### src/rtl/pc_pkg.sv
// Shared types and default widths for the program-counter / jump-table unit.
package pc_pkg;

  localparam int PC_W          = 12;
  localparam int N_ENTRIES_DEF = 16;
  localparam int RS_DEPTH_DEF  = 4;

  // One jump-table entry; off is a PC-relative offset unless abs is set.
  typedef struct packed {
    logic            valid;
    logic [PC_W-1:0] src;
    logic [PC_W-1:0] off;
    logic            abs;
  } jt_entry_t;

  typedef enum logic [1:0] {
    SEL_HOLD,
    SEL_INC,
    SEL_TGT,
    SEL_POP
  } pc_sel_t;

endpackage

### src/rtl/pc_jump_unit_if.sv
// Control/table/status bundle between the decode-control block and pc_jump_unit.
interface pc_jump_unit_if
  import pc_pkg::*;
#(
  parameter int D     = PC_W,
  parameter int IDX_W = 4
);

  // Handshake: there is no valid/ready pair. Every input is level-sampled on
  // each rising clk edge and consumed in that cycle unless stall or done
  // suppresses it; table writes are accepted on every edge with tbl_we high.
  logic             stall;
  logic             jump;
  logic             call;
  logic             ret;
  logic             tbl_we;
  logic [IDX_W-1:0] tbl_idx;
  logic [D-1:0]     tbl_src;
  logic [D-1:0]     tbl_off;
  logic             tbl_abs;

  logic [D-1:0]     pc;
  logic             hit;
  logic             done;
  logic             miss_err;
  logic             rs_err;
  pc_sel_t          sel;

  modport master (
    output stall, jump, call, ret,
    output tbl_we, tbl_idx, tbl_src, tbl_off, tbl_abs,
    input  pc, hit, done, miss_err, rs_err, sel
  );

  modport slave (
    input  stall, jump, call, ret,
    input  tbl_we, tbl_idx, tbl_src, tbl_off, tbl_abs,
    output pc, hit, done, miss_err, rs_err, sel
  );

endinterface

### src/rtl/return_stack.sv
// LIFO of return addresses with a registered fill pointer; push and pop are
// never requested together by the owning unit.
module return_stack #(
  parameter int RS_DEPTH = 4,
  parameter int D        = 12
) (
  input  logic         clk,
  input  logic         reset_n,
  input  logic         push,
  input  logic         pop,
  input  logic [D-1:0] push_data,
  output logic [D-1:0] top,
  output logic         full,
  output logic         empty
);

  localparam int PTR_W = $clog2(RS_DEPTH + 1);
  localparam int IDX_W = (RS_DEPTH > 1) ? $clog2(RS_DEPTH) : 1;

  logic [D-1:0]     mem [RS_DEPTH];
  logic [PTR_W-1:0] ptr;
  logic [PTR_W-1:0] ptr_m1;

  assign ptr_m1 = ptr - PTR_W'(1);
  assign full   = (ptr == PTR_W'(RS_DEPTH));
  assign empty  = (ptr == '0);
  assign top    = mem[ptr_m1[IDX_W-1:0]];

  always_ff @(posedge clk) begin
    if (!reset_n) begin
      ptr <= '0;
    end else if (push && !full) begin
      ptr <= ptr + PTR_W'(1);
    end else if (pop && !empty) begin
      ptr <= ptr_m1;
    end
  end

  // Storage is not reset; a push in a reset cycle is simply not committed.
  always_ff @(posedge clk) begin
    if (reset_n && push && !full) begin
      mem[ptr[IDX_W-1:0]] <= push_data;
    end
  end

endmodule

### src/rtl/pc_jump_unit.sv
// Registered PC with a run-time jump table, call/return stack, stall and
// sticky program-end / error flags.
module pc_jump_unit
  import pc_pkg::*;
#(
  parameter int           D         = PC_W,
  parameter int           N_ENTRIES = N_ENTRIES_DEF,
  parameter int           RS_DEPTH  = RS_DEPTH_DEF,
  parameter logic [D-1:0] LAST_ADDR = 12'hFFF
) (
  input  logic           clk,
  input  logic           reset_n,
  pc_jump_unit_if.slave  bus
);

  // Table entries use the pc_pkg width, so D is expected to equal PC_W.
  jt_entry_t    jt_q [N_ENTRIES];

  logic [D-1:0] pc_q;
  logic [D-1:0] pc_d;
  logic [D-1:0] pc_inc;
  logic [D-1:0] tgt;
  logic         done_q;
  logic         miss_q;
  logic         rs_q;

  logic         hit_c;
  logic [D-1:0] m_off;
  logic         m_abs;

  pc_sel_t      sel;
  logic         push;
  logic         pop;
  logic         miss_set;
  logic         rs_set;
  logic         done_set;

  logic [D-1:0] rs_top;
  logic         rs_full;
  logic         rs_empty;

  always_ff @(posedge clk) begin
    if (!reset_n) begin
      for (int i = 0; i < N_ENTRIES; i++) begin
        jt_q[i].valid <= 1'b0;
      end
    end else if (bus.tbl_we) begin
      jt_q[bus.tbl_idx] <= '{valid: 1'b1, src: bus.tbl_src,
                             off: bus.tbl_off, abs: bus.tbl_abs};
    end
  end

  // Scan from the top down so the lowest matching index is the one kept.
  always_comb begin
    hit_c = 1'b0;
    m_off = '0;
    m_abs = 1'b0;
    for (int i = N_ENTRIES - 1; i >= 0; i--) begin
      if (jt_q[i].valid && (jt_q[i].src == pc_q)) begin
        hit_c = 1'b1;
        m_off = jt_q[i].off;
        m_abs = jt_q[i].abs;
      end
    end
  end

  assign pc_inc = pc_q + D'(1);
  assign tgt    = m_abs ? m_off : (pc_q + m_off);

  always_comb begin
    sel      = SEL_INC;
    push     = 1'b0;
    pop      = 1'b0;
    miss_set = 1'b0;
    rs_set   = 1'b0;
    done_set = 1'b0;
    if (done_q || bus.stall) begin
      sel = SEL_HOLD;
    end else if (pc_q == LAST_ADDR) begin
      sel      = SEL_HOLD;
      done_set = 1'b1;
    end else if (bus.ret) begin
      if (rs_empty) begin
        rs_set = 1'b1;
      end else begin
        sel = SEL_POP;
        pop = 1'b1;
      end
    end else if (bus.call) begin
      if (hit_c) begin
        sel = SEL_TGT;
        if (rs_full) rs_set = 1'b1;
        else         push   = 1'b1;
      end else begin
        miss_set = 1'b1;
      end
    end else if (bus.jump) begin
      if (hit_c) sel      = SEL_TGT;
      else       miss_set = 1'b1;
    end
  end

  always_comb begin
    pc_d = pc_q;
    case (sel)
      SEL_HOLD: pc_d = pc_q;
      SEL_INC:  pc_d = pc_inc;
      SEL_TGT:  pc_d = tgt;
      SEL_POP:  pc_d = rs_top;
      default:  pc_d = pc_q;
    endcase
  end

  always_ff @(posedge clk) begin
    if (!reset_n) begin
      pc_q   <= '0;
      done_q <= 1'b0;
      miss_q <= 1'b0;
      rs_q   <= 1'b0;
    end else begin
      pc_q   <= pc_d;
      done_q <= done_q | done_set;
      miss_q <= miss_q | miss_set;
      rs_q   <= rs_q | rs_set;
    end
  end

  return_stack #(
    .RS_DEPTH (RS_DEPTH),
    .D        (D)
  ) u_rs (
    .clk       (clk),
    .reset_n   (reset_n),
    .push      (push),
    .pop       (pop),
    .push_data (pc_inc),
    .top       (rs_top),
    .full      (rs_full),
    .empty     (rs_empty)
  );

  assign bus.pc       = pc_q;
  assign bus.hit      = hit_c;
  assign bus.done     = done_q;
  assign bus.miss_err = miss_q;
  assign bus.rs_err   = rs_q;
  assign bus.sel      = sel;

endmodule
### src/flat_wrapper.sv
// flat-port wrapper written by rule: the top's interface ports become plain ports
module pc_jump_unit_flat import pc_pkg::*;
#(
  parameter int           D         = PC_W,
  parameter int           N_ENTRIES = N_ENTRIES_DEF,
  parameter int           RS_DEPTH  = RS_DEPTH_DEF,
  parameter logic [D-1:0] LAST_ADDR = 12'hFFF
)
  (clk, reset_n, bus_stall, bus_jump, bus_call, bus_ret, bus_tbl_we, bus_tbl_idx, bus_tbl_src, bus_tbl_off, bus_tbl_abs, bus_pc, bus_hit, bus_done, bus_miss_err, bus_rs_err, bus_sel);
  pc_jump_unit_if #(.D(D)) bus_i ();
  input  logic clk;
  input  logic reset_n;
  input wire logic [$bits(bus_i.stall)-1:0] bus_stall;
  input wire logic [$bits(bus_i.jump)-1:0] bus_jump;
  input wire logic [$bits(bus_i.call)-1:0] bus_call;
  input wire logic [$bits(bus_i.ret)-1:0] bus_ret;
  input wire logic [$bits(bus_i.tbl_we)-1:0] bus_tbl_we;
  input wire logic [$bits(bus_i.tbl_idx)-1:0] bus_tbl_idx;
  input wire logic [$bits(bus_i.tbl_src)-1:0] bus_tbl_src;
  input wire logic [$bits(bus_i.tbl_off)-1:0] bus_tbl_off;
  input wire logic [$bits(bus_i.tbl_abs)-1:0] bus_tbl_abs;
  output wire logic [$bits(bus_i.pc)-1:0] bus_pc;
  output wire logic [$bits(bus_i.hit)-1:0] bus_hit;
  output wire logic [$bits(bus_i.done)-1:0] bus_done;
  output wire logic [$bits(bus_i.miss_err)-1:0] bus_miss_err;
  output wire logic [$bits(bus_i.rs_err)-1:0] bus_rs_err;
  output wire logic [$bits(bus_i.sel)-1:0] bus_sel;
  assign bus_i.stall = bus_stall;
  assign bus_i.jump = bus_jump;
  assign bus_i.call = bus_call;
  assign bus_i.ret = bus_ret;
  assign bus_i.tbl_we = bus_tbl_we;
  assign bus_i.tbl_idx = bus_tbl_idx;
  assign bus_i.tbl_src = bus_tbl_src;
  assign bus_i.tbl_off = bus_tbl_off;
  assign bus_i.tbl_abs = bus_tbl_abs;
  assign bus_pc = bus_i.pc;
  assign bus_hit = bus_i.hit;
  assign bus_done = bus_i.done;
  assign bus_miss_err = bus_i.miss_err;
  assign bus_rs_err = bus_i.rs_err;
  assign bus_sel = bus_i.sel;
  pc_jump_unit #(.D(D), .N_ENTRIES(N_ENTRIES), .RS_DEPTH(RS_DEPTH), .LAST_ADDR(LAST_ADDR)) u_core (.clk(clk), .reset_n(reset_n), .bus(bus_i));
endmodule
### config.mk
export PLATFORM = sky130hd
export DESIGN_NAME = pc_jump_unit_flat
export DESIGN_NICKNAME = d
export VERILOG_FILES = /design/src/rtl/pc_pkg.sv /design/src/rtl/pc_jump_unit_if.sv /design/src/rtl/return_stack.sv /design/src/rtl/pc_jump_unit.sv /design/src/flat_wrapper.sv
export SDC_FILE = /design/constraint.sdc
export NUM_CORES = 1
export LEC_CHECK = 0
export ABC_AREA = 1
export CAP_MARGIN = 20
export CORE_ASPECT_RATIO = 1.2
export CORE_MARGIN = 2
export CORE_UTILIZATION = 25
export DETAILED_ROUTE_END_ITERATION = 10
export GPL_ROUTABILITY_DRIVEN = 1
export PLACE_DENSITY = 0.46
export RECOVER_POWER = 50
export REMOVE_ABC_BUFFERS = 1
export SYNTH_ARGS = -nofsm -noshare
export SYNTH_HDL_FRONTEND = slang
export SYNTH_HIERARCHICAL = 1
export SYNTH_SLANG_ARGS = --single-unit
### constraint.sdc
create_clock -name clk -period 4.5 [get_ports clk]
set_input_delay 0.45 -clock clk [delete_from_list [all_inputs] [get_ports clk]]
set_output_delay 0.45 -clock clk [all_outputs]
set_load 0.01 [all_outputs]
# ---- Yosys cells after proc, flatten, opt, wreduce, memory -nomap -nowiden
# Memories as Yosys holds them, arrays and structs flattened.
# Cells that the tools add are included.
# Widths: inputs -> output; s select.
dict set report word_totals {
  register_bits 18
  latchBits 0
  mem_bits_rw 464
  rom_bits 0
  input_bits 36
  output_inout_bits 18
  wordCells 155
  n_memories 2
}
dict set report op_classes {
  n_addsub 4
  mul 0
  div_mod_pow 0
  order_cmp 0
  eq_ne 21
  n_shift 0
  mux 93
  n_bitwise 3
  reduce_logical 27
}
# memory words word_bits rd rd_ports_with_merged_regs wr line_no
set memory_table {}
lappend memory_table {u_core.jt_q 16 26 16 0 16 pc_jump_unit.sv:17} ;# jt_entry_t jt_q [N_ENTRIES];
lappend memory_table {u_core.u_rs.mem 4 12 1 0 1 return_stack.sv:20} ;# logic [D-1:0] mem [RS_DEPTH];
# op count
set op_table {}
lappend op_table {{$mux 12} 17}
lappend op_table {{$eq 12x12->1} 16}
lappend op_table {{$mux 1} 63}
lappend op_table {{$pmux 12 s3} 1}
lappend op_table {{$mux 26} 1}
lappend op_table {{$reduce_or 26->1} 1}
lappend op_table {{$logic_and 1x1->1} 20}
lappend op_table {{$mux 2} 8}
lappend op_table {{$add 12x1->12 const B} 1}
lappend op_table {{$add 12x12->12} 1}
lappend op_table {{$eq 12x12->1 const B} 1}
lappend op_table {{$mux 3} 2}
lappend op_table {{$eq 2x2->1 const B} 2}
lappend op_table {{$mux 4} 1}
lappend op_table {{$add 3x1->3 const B} 1}
lappend op_table {{$eq 3x3->1 const B} 1}
lappend op_table {{$logic_not 3->1} 1}
lappend op_table {{$or 1x1->1} 3}
lappend op_table {{$sub 3x1->3 const B} 1}
lappend op_table {{$eq 2x1->1 const B} 1}
lappend op_table {{$logic_not 1->1} 2}
lappend op_table {{$logic_not 2->1} 1}
lappend op_table {{$reduce_bool 2->1} 1}
lappend op_table {{$logic_or 1x1->1} 1}

# ---- Depth between registers and ports, before layout
# Gate-level depths: netlist of run 1.
# An unclocked memory read counts as a cell.
dict set report depth {
  word_depth 28
  ltp_mapped 46
  depth_no_buf 44
}

# ---- By module
# The synthesis of run 1 kept the hierarchy.
# mod instances cells_per_inst area_each_um2 seq_area_each_um2
set by_module_without_submodules {}
lappend by_module_without_submodules {pc_jump_unit 1 2104 20711.1 12632.1}
lappend by_module_without_submodules {return_stack 1 163 2067.0 1501.4}

# ---- Worst setup path after synthesis of run 1
# OpenSTA, ideal clock, no wires.
dict set report synth_timing {
  path_type {register -> register}
  from {reg u_core.pc_q[6], in the netlist u_core/bus.pc[6]}
  to {reg u_core.pc_q[10], in the netlist u_core/bus.pc[10]}
  t_arrival_ns 4.282
  required_time_ns 4.378
  slack_ns 0.096
  path_stages_with_launch 43
  path_buffers 2
  synth_period_minus_slack_ns 4.404
  cell_sequence {dfxtp_1 -> buf_4 -> inv_2 -> nand2_1 -> o21ai_1 -> nor2_1 -> nand2_1 -> nor2_1 -> nand2_2 -> inv_2 -> buf_2 -> nand2_1 -> a21oi_1 -> nor2_1 -> nor2_1 -> o21ai_1 -> nand2_1 -> nand2_1 -> [... 7 more ...] -> o21ai_1 -> inv_1 -> ha_1 -> inv_1 -> fa_1 -> o21ai_0 -> nand2_1 -> o21ai_0 -> a21oi_1 -> o21bai_1 -> nand2_1 -> nand2_1 -> a21oi_1 -> xor2_1 -> o21ai_0 -> inv_1 -> nand2_1 -> a21oi_2}
}
dict set report synth_between {
  elab_chain_len 26
}
# element line_no
set synth_rtl {}
lappend synth_rtl {{start: declaration} pc_jump_unit.sv:19} ;# logic [D-1:0] pc_q;
lappend synth_rtl {{start signal: assignment} pc_jump_unit.sv:121} ;# pc_q <= pc_d;
lappend synth_rtl {{$eq 12x12->1} pc_jump_unit.sv:59} ;# if (jt_q[i].valid && (jt_q[i].src == pc_q)) begin
lappend synth_rtl {{$logic_and 1x1->1} pc_jump_unit.sv:59}
lappend synth_rtl {{$mux 1 (16 in series)} pc_jump_unit.sv:59}
lappend synth_rtl {{$mux 2} {pc_jump_unit.sv:90, pc_jump_unit.sv:98}}
lappend synth_rtl {{$mux 2} pc_jump_unit.sv:97} ;# end else if (bus.jump) begin
lappend synth_rtl {{$mux 2} pc_jump_unit.sv:89} ;# end else if (bus.call) begin
lappend synth_rtl {{$mux 2} pc_jump_unit.sv:82} ;# end else if (bus.ret) begin
lappend synth_rtl {{$mux 2} pc_jump_unit.sv:79} ;# end else if (pc_q == LAST_ADDR) begin
lappend synth_rtl {{$mux 2} pc_jump_unit.sv:77} ;# if (done_q || bus.stall) begin
lappend synth_rtl {{$eq 2x2->1 / $eq 2x1->1 (equally long branches)} pc_jump_unit.sv:105} ;# case (sel)
lappend synth_rtl {{$pmux 12 s3} pc_jump_unit.sv:105}
# Parallel ways exist; a longest one is shown, timed or not.
# A chain may end at the register's enable or synchronous reset.

# ---- Worst setup path in the final report of run 1
dict set report layout_timing {
  from {reg u_core.pc_q[9], in the netlist u_core/bus.pc[9]}
  to {reg u_core.pc_q[11], in the netlist u_core/bus.pc[11]}
}
# The elaborated chain is that of the path after synthesis.

==> flow_metrics.env, run 1 <==
export IMPL_outcome="complete, but fails checks"
export IMPL_violations="capacitance limit, slew limit, setup timing"
export IMPL_p_sw_w=0.002348
export IMPL_nNetsFinal=2718
export IMPL_synth_area_top_cells="edfxtp_1, nand2_1, inv_1"
export IMPL_synth_xor_area_frac=0.03076
export IMPL_rsz0062_at_grt="true"
export IMPL_slowest_stage="dfxtp_4"
export IMPL_comb_power_share=0.074
export IMPL_grt_use_met2=0.3020
export IMPL_yosysTopAreaCellShare=0.5906
export IMPL_busiest_layer="met2"
export IMPL_synth_main_ff_cell="edfxtp_1"
export IMPL_whs_path_depth=2
export IMPL_grt_pass1_vias=17389
export IMPL_final_max_slew_violation_count=119
export IMPL_wire_per_inst_um=20.01
export IMPL_cpPeakStageDelay_ns=0.39
export IMPL_drt_first_pass_iters=5
export IMPL_worstSetupEndpointType="flop"
export IMPL_synthDistinctLibCells=56
export IMPL_cts_sinks=482
export IMPL_grt_overflow=0
export IMPL_clk_latency_ns=0.61
export IMPL_finalClockSkew_ns=0.01874
export IMPL_netlist_area_mm2=0.02278
export IMPL_clockRootBuffer="clkbuf_16"
export IMPL_vias=17316
export IMPL_ir_drop_v=0.0002506
export IMPL_synth_compound_area_frac=0.07350
export IMPL_grt_max_degree=30
export IMPL_grt_pass1_wl_mm=113.6
export IMPL_worst_hold_path_endpoint="u_core/jt_q[1][25]$_SDFF_PP1_"
export IMPL_final_antenna_net_count=0
export IMPL_p_leak_nw=11.85
export IMPL_place_hpwl_mm=54.03
export IMPL_num_rows=121
export IMPL_cts_made_buffers=50
export IMPL_via_per_inst=4.478
export IMPL_path_clk_slew_ns=0.07
export IMPL_initial_core_util=0.2516
export IMPL_stdcell_count=3867
export IMPL_drtIter0Drc=1149
export IMPL_switching_share=0.2332
export IMPL_drc=0
export IMPL_cts_path_max_buffers=3
export IMPL_fin_crit_ns=4.663
export IMPL_rr_startpoint="u_core/bus.pc[9]$_SDFFE_PN0P_"
export IMPL_portBuffers=53
export IMPL_cts_max_level=2
export IMPL_pin_count=54
export IMPL_final_period_utilization=1.036
export IMPL_postCtsHoldBufs=0
export IMPL_die_h_um=334.7
export IMPL_ys_seq_elements=482
export IMPL_drive_gt1_frac=0.2427
export IMPL_antenna_found_initial=1
export IMPL_seq_area_frac_synth=0.6205
export IMPL_criticalPathCategory="reg -> reg"
export IMPL_final_util=0.3270
export IMPL_final_common_cell="nand2_1"
export IMPL_dieArea_mm2=0.09355
export IMPL_finalWorstSetupSlack_ns=-0.1633
export IMPL_synth_adder_area_share=0.01241
export IMPL_tightest_slew_ns=1.857
export IMPL_final_cell_mix="nand2_1, edfxtp_1, buf_4"
export IMPL_synth_edff_count=448
export IMPL_r2r_end="u_core/bus.pc[11]$_SDFFE_PN0P_"
export IMPL_min_delay_start="u_core/jt_q[1][25]$_SDFF_PP1_"
export IMPL_critPathMaxFanout=7
export IMPL_yosys_area_top_type="edfxtp_1"
export IMPL_drv_cap=5
export IMPL_powerDensity_mw_per_mm2=340.1
export IMPL_hp_class="reg -> reg"
export IMPL_gp_congestion=0.8967
export IMPL_dp_cells=3732
export IMPL_cts_tree="yes"
export IMPL_area_growth_syn_to_layout_pct=29.97
export IMPL_fmax_ghz=0.2144
export IMPL_syn_avg_cell_area_um2=10.05
export IMPL_crit_path_start="u_core/bus.pc[9]$_SDFFE_PN0P_"
export IMPL_wl_mm=77.39
export IMPL_ff2ff_setup_slack_ns=-0.16
export IMPL_final_hold_viol_count=0
export IMPL_yosys_area_share_simple=0.1891
export IMPL_grtUsageMet3=0.01818
export IMPL_start_kind="flop"
export IMPL_crit_arrival_ns=5.14
export IMPL_async_reset_ff_frac=0
export IMPL_p_clk_frac=0.431
export IMPL_pwr_share_seq=0.495
export IMPL_r2r_cells=43
export IMPL_required_ns=4.98
export IMPL_p_int_w=0.007721
export IMPL_die_w_um=279.6
export IMPL_core_mm2=0.09053
export IMPL_yosysWarningCount=6
export IMPL_slew_headroom=-0.2378
export IMPL_synth_mux_area_frac=0
export IMPL_grt_use_met1=0.1959
export IMPL_synth_top_family_by_area="simple AND/OR/NAND/NOR gates"
export IMPL_n_antenna_cell=0
export IMPL_setup_viol=5
export IMPL_syn_inst=2267
export IMPL_grt_use_total=0.1643
==> per-layer routing <==
metal  routed length, um  up-vias  part of all wire
met2               39960      372              0.52
met3                3033      111             0.039
met4                2922        2             0.038
met5                  11        -           0.00014
met1               31460     8477              0.41
li1                    -     8354                 -
==> cell usage after synthesis, drive strengths merged (2+ instances only) <==
master,number
nor4b,3
a221o,2
nor3b,3
dfxtp,34
clkbuf,17
a221oi,4
o22ai,31
nand3,82
ha,21
nand3b,6
a211oi,10
o2111ai,15
o21ai,164
a21oi,51
inv,302
or2,27
edfxtp,448
a31oi,4
buf,66
nand2,642
xnor2,42
nor2,172
nor3,17
nor4,25
nand4,29
xor2,38
o211ai,3
==> kinds of logic after synthesis <==
| logic type | count (synthesis) |
|---|---|
| buf+inv | 385 |
| simple gates | 1009 |
| xor+xnor | 80 |
| fa+ha+maj | 22 |
| flops | 482 |
| compound gates | 289 |
==> through the flow <==
step                hold slack [ns]  setup slack, ns  total power, W  area, um^2  setup TNS [ns]
floorplan                    0.4170          -0.5758        0.005316       22240          -1.339
global placement             0.4285           -1.373        0.005791       26860          -7.430
detailed placement           0.4399           -1.349        0.005802       26960          -6.863
CTS                          0.4548          -0.2745         0.01020       29380         -0.5160
global route                 0.4715          -0.5334         0.01038       29600          -2.183
finish                       0.4599          -0.1633         0.01007       29600         -0.5349
==> flip-flops by register name, summed over array words and instances (netlist names) <==
signal	flops
u_core/bus.done	1
u_core/bus.miss_err	1
u_core/bus.pc	12
u_core/bus.rs_err	1
u_core/jt_q	416
u_core/u_rs/mem	48
u_core/u_rs/ptr	3
==> cell type report <==
type                    instances  area [um^2]
repair buffers                424         3615
clock inverters                36        374.1
clock buffers                  55         1301
inverters                     302         1181
well taps                    1168         1461
multi-input cells            1400         7511
flip-flops and latches        482        14160
fillers                      9172        60930
==> worst max path at each step <==
stage                                                end  slack [ns]  cells past startpoint
after floorplan           u_core/bus.pc[10]$_SDFFE_PN0P_       -0.58                     39
after global placement    u_core/bus.pc[11]$_SDFFE_PN0P_       -1.37                     45
after detailed placement  u_core/bus.pc[11]$_SDFFE_PN0P_       -1.35                     45
after CTS                 u_core/bus.pc[11]$_SDFFE_PN0P_       -0.27                     40
after global routing      u_core/bus.pc[11]$_SDFFE_PN0P_       -0.53                     46
final                     u_core/bus.pc[11]$_SDFFE_PN0P_       -0.16                     43
==> power groups by stage <==
stage               Combinational (W)  Clock [W]  Sequential [W]
finish                       0.000745    0.00434         0.00499
global route                 0.000793    0.00459         0.00499
CTS                          0.000760    0.00445         0.00499
detailed placement           0.000723          0         0.00508
global placement             0.000712          0         0.00508
floorplan                    0.000221          0         0.00510
==> critical path, delay by kind of cell (launching register included) <==
family                   cells  cell delay (ns)
AO/OA/AOI/OAI                7             0.72
XOR/XNOR                     1             0.16
adder cells (fa/ha/maj)      1             0.28
buffers and inverters        4             0.52
flip-flops                   1             0.39
AND/OR/NAND/NOR             30             2.50
==> timing repair <==
action	4_1_cts	5_1_grt
buffers inserted	31	18
pin swaps	47	92
endpoints found under the setup margin	14	9
endpoints found under the hold margin	0	0
gates cloned	2	1
resized for setup	131	75
Power figures use the tool's default switching activity.
==> run 2, diff against run 1 <==
Settings changed: CAP_MARGIN 20 to not set, CORE_MARGIN 2 to 1.5.
==> run 2 against run 1 <==
Effect of this change: the flow still finishes with violations (capacitance limit, slew limit, setup timing); cell count shrank 0.62%; sequential share of layout area grew 0.32 points; core utilization shrank 0.19 points; combinational power shrank 3.2%; clock power grew 2%; via count shrank 1.2%; die area shrank 0.66%; critical endpoint is now u_core/bus.pc[10]$_SDFFE_PN0P_; largest cell class unchanged.
==> flow_metrics.env, run 2 (synthesized netlist as in run 1, its figures left out) <==
export IMPL_slew_headroom=-0.003631
export IMPL_crit_arrival_ns=5.12
export IMPL_largest_register="u_core/jt_q"
export IMPL_pre_cts_slack_ns=-0.7825
export IMPL_largest_register_ffs=416
export IMPL_grt_use_met2=0.2846
export IMPL_ir_drop_v=0.0003118
export IMPL_grt_max_degree=30
export IMPL_grt_overflow=0
export IMPL_cts_max_level=2
export IMPL_place_hpwl_mm=51.23
export IMPL_final_period_utilization=1.030
export IMPL_die_w_um=278.6
export IMPL_num_rows=121
export IMPL_busiest_layer="met2"
export IMPL_clk_latency_ns=0.62
export IMPL_drtIter0Drc=1234
export IMPL_grt_use_met1=0.1908
export IMPL_finalWorstSetupSlack_ns=-0.1347
export IMPL_cts_made_buffers=51
export IMPL_final_hold_viol_count=0
export IMPL_wl_mm=73.91
export IMPL_cts_path_max_buffers=3
export IMPL_finalClockSkew_ns=0.02254
export IMPL_tightest_slew_ns=1.505
export IMPL_setup_viol=4
export IMPL_cts_tree="yes"
export IMPL_grt_pass1_vias=17169
export IMPL_area_growth_syn_to_layout_pct=29.23
export IMPL_initial_core_util=0.2516
export IMPL_grt_pass1_wl_mm=108.9
export IMPL_fin_crit_ns=4.635
export IMPL_start_kind="flop"
export IMPL_final_antenna_net_count=0
export IMPL_die_h_um=333.7
export IMPL_cts_sinks=482
export IMPL_final_common_cell="nand2_1"
export IMPL_critPathMaxFanout=4
export IMPL_cpPeakStageDelay_ns=0.40
export IMPL_place_area_mm2=0.02667
export IMPL_nNetsFinal=2690
export IMPL_n_antenna_cell=0
export IMPL_portBuffers=53
export IMPL_final_max_slew_violation_count=16
export IMPL_hp_class="reg -> reg"
export IMPL_antenna_found_initial=3
export IMPL_criticalPathCategory="reg -> reg"
export IMPL_drv_cap=1
export IMPL_worstSetupEndpointType="flop"
export IMPL_gp_congestion=0.8768
export IMPL_outcome="complete, but fails checks"
export IMPL_fin_area_mm2=0.02944
export IMPL_grtUsageMet3=0.02221
export IMPL_via_per_inst=4.450
export IMPL_powerDensity_mw_per_mm2=344.2
export IMPL_dieArea_mm2=0.09294
export IMPL_drt_first_pass_iters=5
export IMPL_pin_count=54
export IMPL_vias=17101
export IMPL_slowest_stage="dfxtp_4"
export IMPL_rsz0062_at_grt="true"
export IMPL_wire_per_inst_um=19.23
export IMPL_path_clk_slew_ns=0.06
export IMPL_p_leak_nw=11.77
export IMPL_final_cell_mix="nand2_1, edfxtp_1, buf_4"
export IMPL_grt_use_total=0.1572
export IMPL_clockRootBuffer="clkbuf_16"
export IMPL_cpMostUsedCell="nand2_1"
export IMPL_violations="capacitance limit, slew limit, setup timing"
export IMPL_drive_gt1_frac=0.2400
export IMPL_required_ns=4.99
export IMPL_drc=0
export IMPL_core_mm2=0.09053
export IMPL_fmax_ghz=0.2158
-- run 2: cell type report --
cell class,instances,area (um^2)
Clock buffer,67,1418
Clock inverter,29,325.3
Fill cell,9208,61100
Inverter,302,1175
Multi-Input combinational cell,1401,7495
Sequential cell,482,14170
Tap cell,1168,1461
Timing Repair Buffer,394,3388
-- run 2: timing repair --
item,in CTS,in global routing
hold buffers,0,0
setup endpoints to repair,10,11
resized for setup,106,93
buffers inserted,30,18
gates cloned,1,1
pin swaps,48,54
-- run 2: critical path, delay by kind of cell (launching register included) --
kind / cells / cell delay [ns]
AND/OR/NAND/NOR: 21 / 1.79
adder cells (fa/ha/maj): 2 / 0.55
flip-flops: 1 / 0.40
AO/OA/AOI/OAI: 10 / 1.14
XOR/XNOR: 1 / 0.15
buffers and inverters: 5 / 0.45
-- run 2: report_power, final --
part / total (W) / switching [W] / internal, W / leakage, nW
clock: 0.00442 / 0.00185 / 0.00257 / 0.864
sequential: 0.00499 / 0.0000362 / 0.00495 / 4.33
combinational: 0.000721 / 0.000448 / 0.000272 / 6.57
total: 0.0101 / 0.00233 / 0.00780 / 11.8
-- run 2: final timing paths --
check | from | end | slack [ns] | cells past startpoint
hold / removal | u_core/jt_q[2][25]$_SDFF_PP1_ | u_core/jt_q[2][25]$_SDFF_PP1_ | 0.46 | 2
setup / recovery | u_core/bus.pc[5]$_SDFFE_PN0P_ | u_core/bus.pc[10]$_SDFFE_PN0P_ | -0.13 | 39
hold reg to reg | u_core/jt_q[2][25]$_SDFF_PP1_ | u_core/jt_q[2][25]$_SDFF_PP1_ | 0.46 | 2
setup reg to reg | u_core/bus.pc[5]$_SDFFE_PN0P_ | u_core/bus.pc[10]$_SDFFE_PN0P_ | -0.13 | 39
-- run 2: metrics by stage --
stage	std cells	total power, W	utilization	TNS [ns]	hold WS (ns)
global route	3843	0.01045	0.3251	-2.075	0.5011
global placement	3705	0.005764	0.2946	-3.051	0.4360
detailed placement	3705	0.005770	0.2946	-3.178	0.4465
CTS	3829	0.01023	0.3201	-0.3938	0.4591
finish	3843	0.01013	0.3251	-0.3730	0.4630
floorplan	2184	0.005316	-	-1.339	0.4170
-- run 2: per-layer routing --
| layer | wire, um | up-vias |
|---|---|---|
| li1 | - | 8303 |
| met1 | 30840 | 8320 |
| met2 | 37640 | 359 |
| met3 | 3129 | 113 |
| met4 | 2246 | 6 |
| met5 | 49 | - |
==> run 3, diff against run 2 <==
Settings changed: ABC_CLOCK_PERIOD_IN_PS set to 4500, CAP_MARGIN set to 15.
==> run 3 against run 2 <==
Effect of this change: the flow still finishes with violations (capacitance limit, slew limit, setup timing); cell area about the same; sequential share of layout area is essentially flat; register-to-register slack improved by 0.02 ns; sequential power is essentially flat; worst setup slack improved by 0.024 ns; clock skew shrank 0.00081 ns; cell count is essentially flat; critical path type unchanged; critical endpoint unchanged; largest cell class unchanged; largest power group unchanged; highest routed layer unchanged.
==> flow_metrics.env, run 3 (synthesized netlist as in run 1, its figures left out) <==
export IMPL_finalClockSkew_ns=0.02173
export IMPL_rsz0062_at_grt="true"
export IMPL_place_hpwl_mm=51.23
export IMPL_area_growth_syn_to_layout_pct=29.24
export IMPL_slowest_stage="dfxtp_4"
export IMPL_drive_gt1_frac=0.2399
export IMPL_die_h_um=333.7
export IMPL_nNetsFinal=2691
export IMPL_hp_class="reg -> reg"
export IMPL_n_antenna_cell=0
export IMPL_grt_max_degree=30
export IMPL_grt_use_total=0.1572
export IMPL_cpMostUsedCell="nand2_1"
export IMPL_final_hold_viol_count=0
export IMPL_ff2ff_setup_slack_ns=-0.11
export IMPL_vias=17104
export IMPL_ir_drop_v=0.0003115
export IMPL_cts_sinks=482
export IMPL_gp_congestion=0.8768
export IMPL_rr_startpoint="u_core/bus.pc[5]$_SDFFE_PN0P_"
export IMPL_cts_tree="yes"
export IMPL_via_per_inst=4.450
export IMPL_final_max_slew_violation_count=17
export IMPL_postCtsHoldBufs=0
export IMPL_drtIter0Drc=1097
export IMPL_powerDensity_mw_per_mm2=344.0
export IMPL_cpPeakStageDelay_ns=0.40
export IMPL_required_ns=4.99
export IMPL_critPathMaxFanout=4
export IMPL_pre_cts_slack_ns=-0.7825
export IMPL_path_clk_slew_ns=0.06
export IMPL_clk_latency_ns=0.62
export IMPL_cts_made_buffers=51
export IMPL_pin_count=54
export IMPL_wire_per_inst_um=19.22
export IMPL_grt_pass1_vias=17169
export IMPL_initial_core_util=0.2516
export IMPL_clockRootBuffer="clkbuf_16"
export IMPL_crit_path_start="u_core/bus.pc[5]$_SDFFE_PN0P_"
export IMPL_start_kind="flop"
export IMPL_finalWorstSetupSlack_ns=-0.1104
export IMPL_final_cell_mix="nand2_1, edfxtp_1, buf_4"
export IMPL_slew_headroom=-0.02599
export IMPL_portBuffers=53
export IMPL_criticalPathCategory="reg -> reg"
export IMPL_hold_slack_ns=0.4620
export IMPL_dieArea_mm2=0.09294
export IMPL_final_common_cell="nand2_1"
export IMPL_cts_max_level=2
export IMPL_final_antenna_net_count=0
export IMPL_tightest_slew_ns=1.539
export IMPL_grt_pass1_wl_mm=108.9
export IMPL_final_period_utilization=1.025
export IMPL_drv_cap=1
export IMPL_outcome="complete, but fails checks"
export IMPL_violations="capacitance limit, slew limit, setup timing"
export IMPL_setup_viol=3
export IMPL_worstSetupEndpointType="flop"
export IMPL_fin_crit_ns=4.610
export IMPL_largest_register="u_core/jt_q"
export IMPL_crit_arrival_ns=5.10
export IMPL_cts_path_max_buffers=3
export IMPL_drt_first_pass_iters=7
export IMPL_core_mm2=0.09053
export IMPL_die_w_um=278.6
export IMPL_grt_overflow=0
export IMPL_p_leak_nw=11.77
export IMPL_min_delay_start="u_core/jt_q[2][25]$_SDFF_PP1_"
export IMPL_drc=0
export IMPL_num_rows=121
export IMPL_wl_mm=73.89
export IMPL_antenna_found_initial=3
export IMPL_fmax_ghz=0.2169
export IMPL_largest_register_ffs=416
run 3: cell count changes in the layout (fill, tap and decap cells not counted), sizes merged:
cell    previous run  this run
clkbuf            70        71
run 3: routing by layer:
| layer | vias up | track usage | wire, um |
|---|---|---|---|
| met5 | - | 0 | 49 |
| met2 | 337 | 0.2846 | 37460 |
| met1 | 8343 | 0.1908 | 31260 |
| met4 | 6 | 0.05053 | 2298 |
| met3 | 115 | 0.02221 | 2823 |
| li1 | 8303 | - | - |
run 3: worst max-delay path, delay by kind of cell, from the launching register on:
family                   cells  cell delay [ns]
AO/OA/AOI/OAI               10             1.14
XOR/XNOR                     1             0.14
adder cells (fa/ha/maj)      2             0.55
buffers and inverters        5             0.45
flip-flops                   1             0.40
AND/OR/NAND/NOR             21             1.76
run 3: power by group:
part           switching, W  total (W)  internal, W
sequential        0.0000364    0.00499      0.00495
clock               0.00184    0.00442      0.00257
combinational      0.000449   0.000722     0.000273
run 3: cell type report:
class | count | area (um^2)
Multi-Input combinational cell | 1401 | 7495
Inverter | 302 | 1175
Clock buffer | 67 | 1418
Sequential cell | 482 | 14170
Clock inverter | 29 | 325.3
Tap cell | 1168 | 1461
Fill cell | 9210 | 61090
Timing Repair Buffer | 395 | 3392
run 3: final timing paths:
| kind | to | depth (start not counted) |
|---|---|---|
| max | u_core/bus.pc[10]$_SDFFE_PN0P_ | 39 |
| min | u_core/jt_q[2][25]$_SDFF_PP1_ | 2 |
| max reg2reg | u_core/bus.pc[10]$_SDFFE_PN0P_ | 39 |
| min reg2reg | u_core/jt_q[2][25]$_SDFF_PP1_ | 2 |
run 3: metrics by stage:
step / cells / area (um^2) / total power [W] / util / TNS, ns
floorplan: 2184 / 22240 / 0.005316 / - / -1.339
global placement: 3705 / 26670 / 0.005764 / 0.2946 / -3.051
detailed placement: 3705 / 26670 / 0.005770 / 0.2946 / -3.178
CTS: 3829 / 28980 / 0.01023 / 0.3201 / -0.3938
global route: 3844 / 29440 / 0.01045 / 0.3252 / -2.075
finish: 3844 / 29440 / 0.01013 / 0.3252 / -0.2843
run 3: repair_timing:
item                                    in CTS  in global routing
gates cloned                                 1                  1
setup buffers                               30                 18
pin swaps                                   48                 54
resized for setup                          106                 93
hold endpoints to repair                     0                  0
endpoints found under the setup margin      10                 11
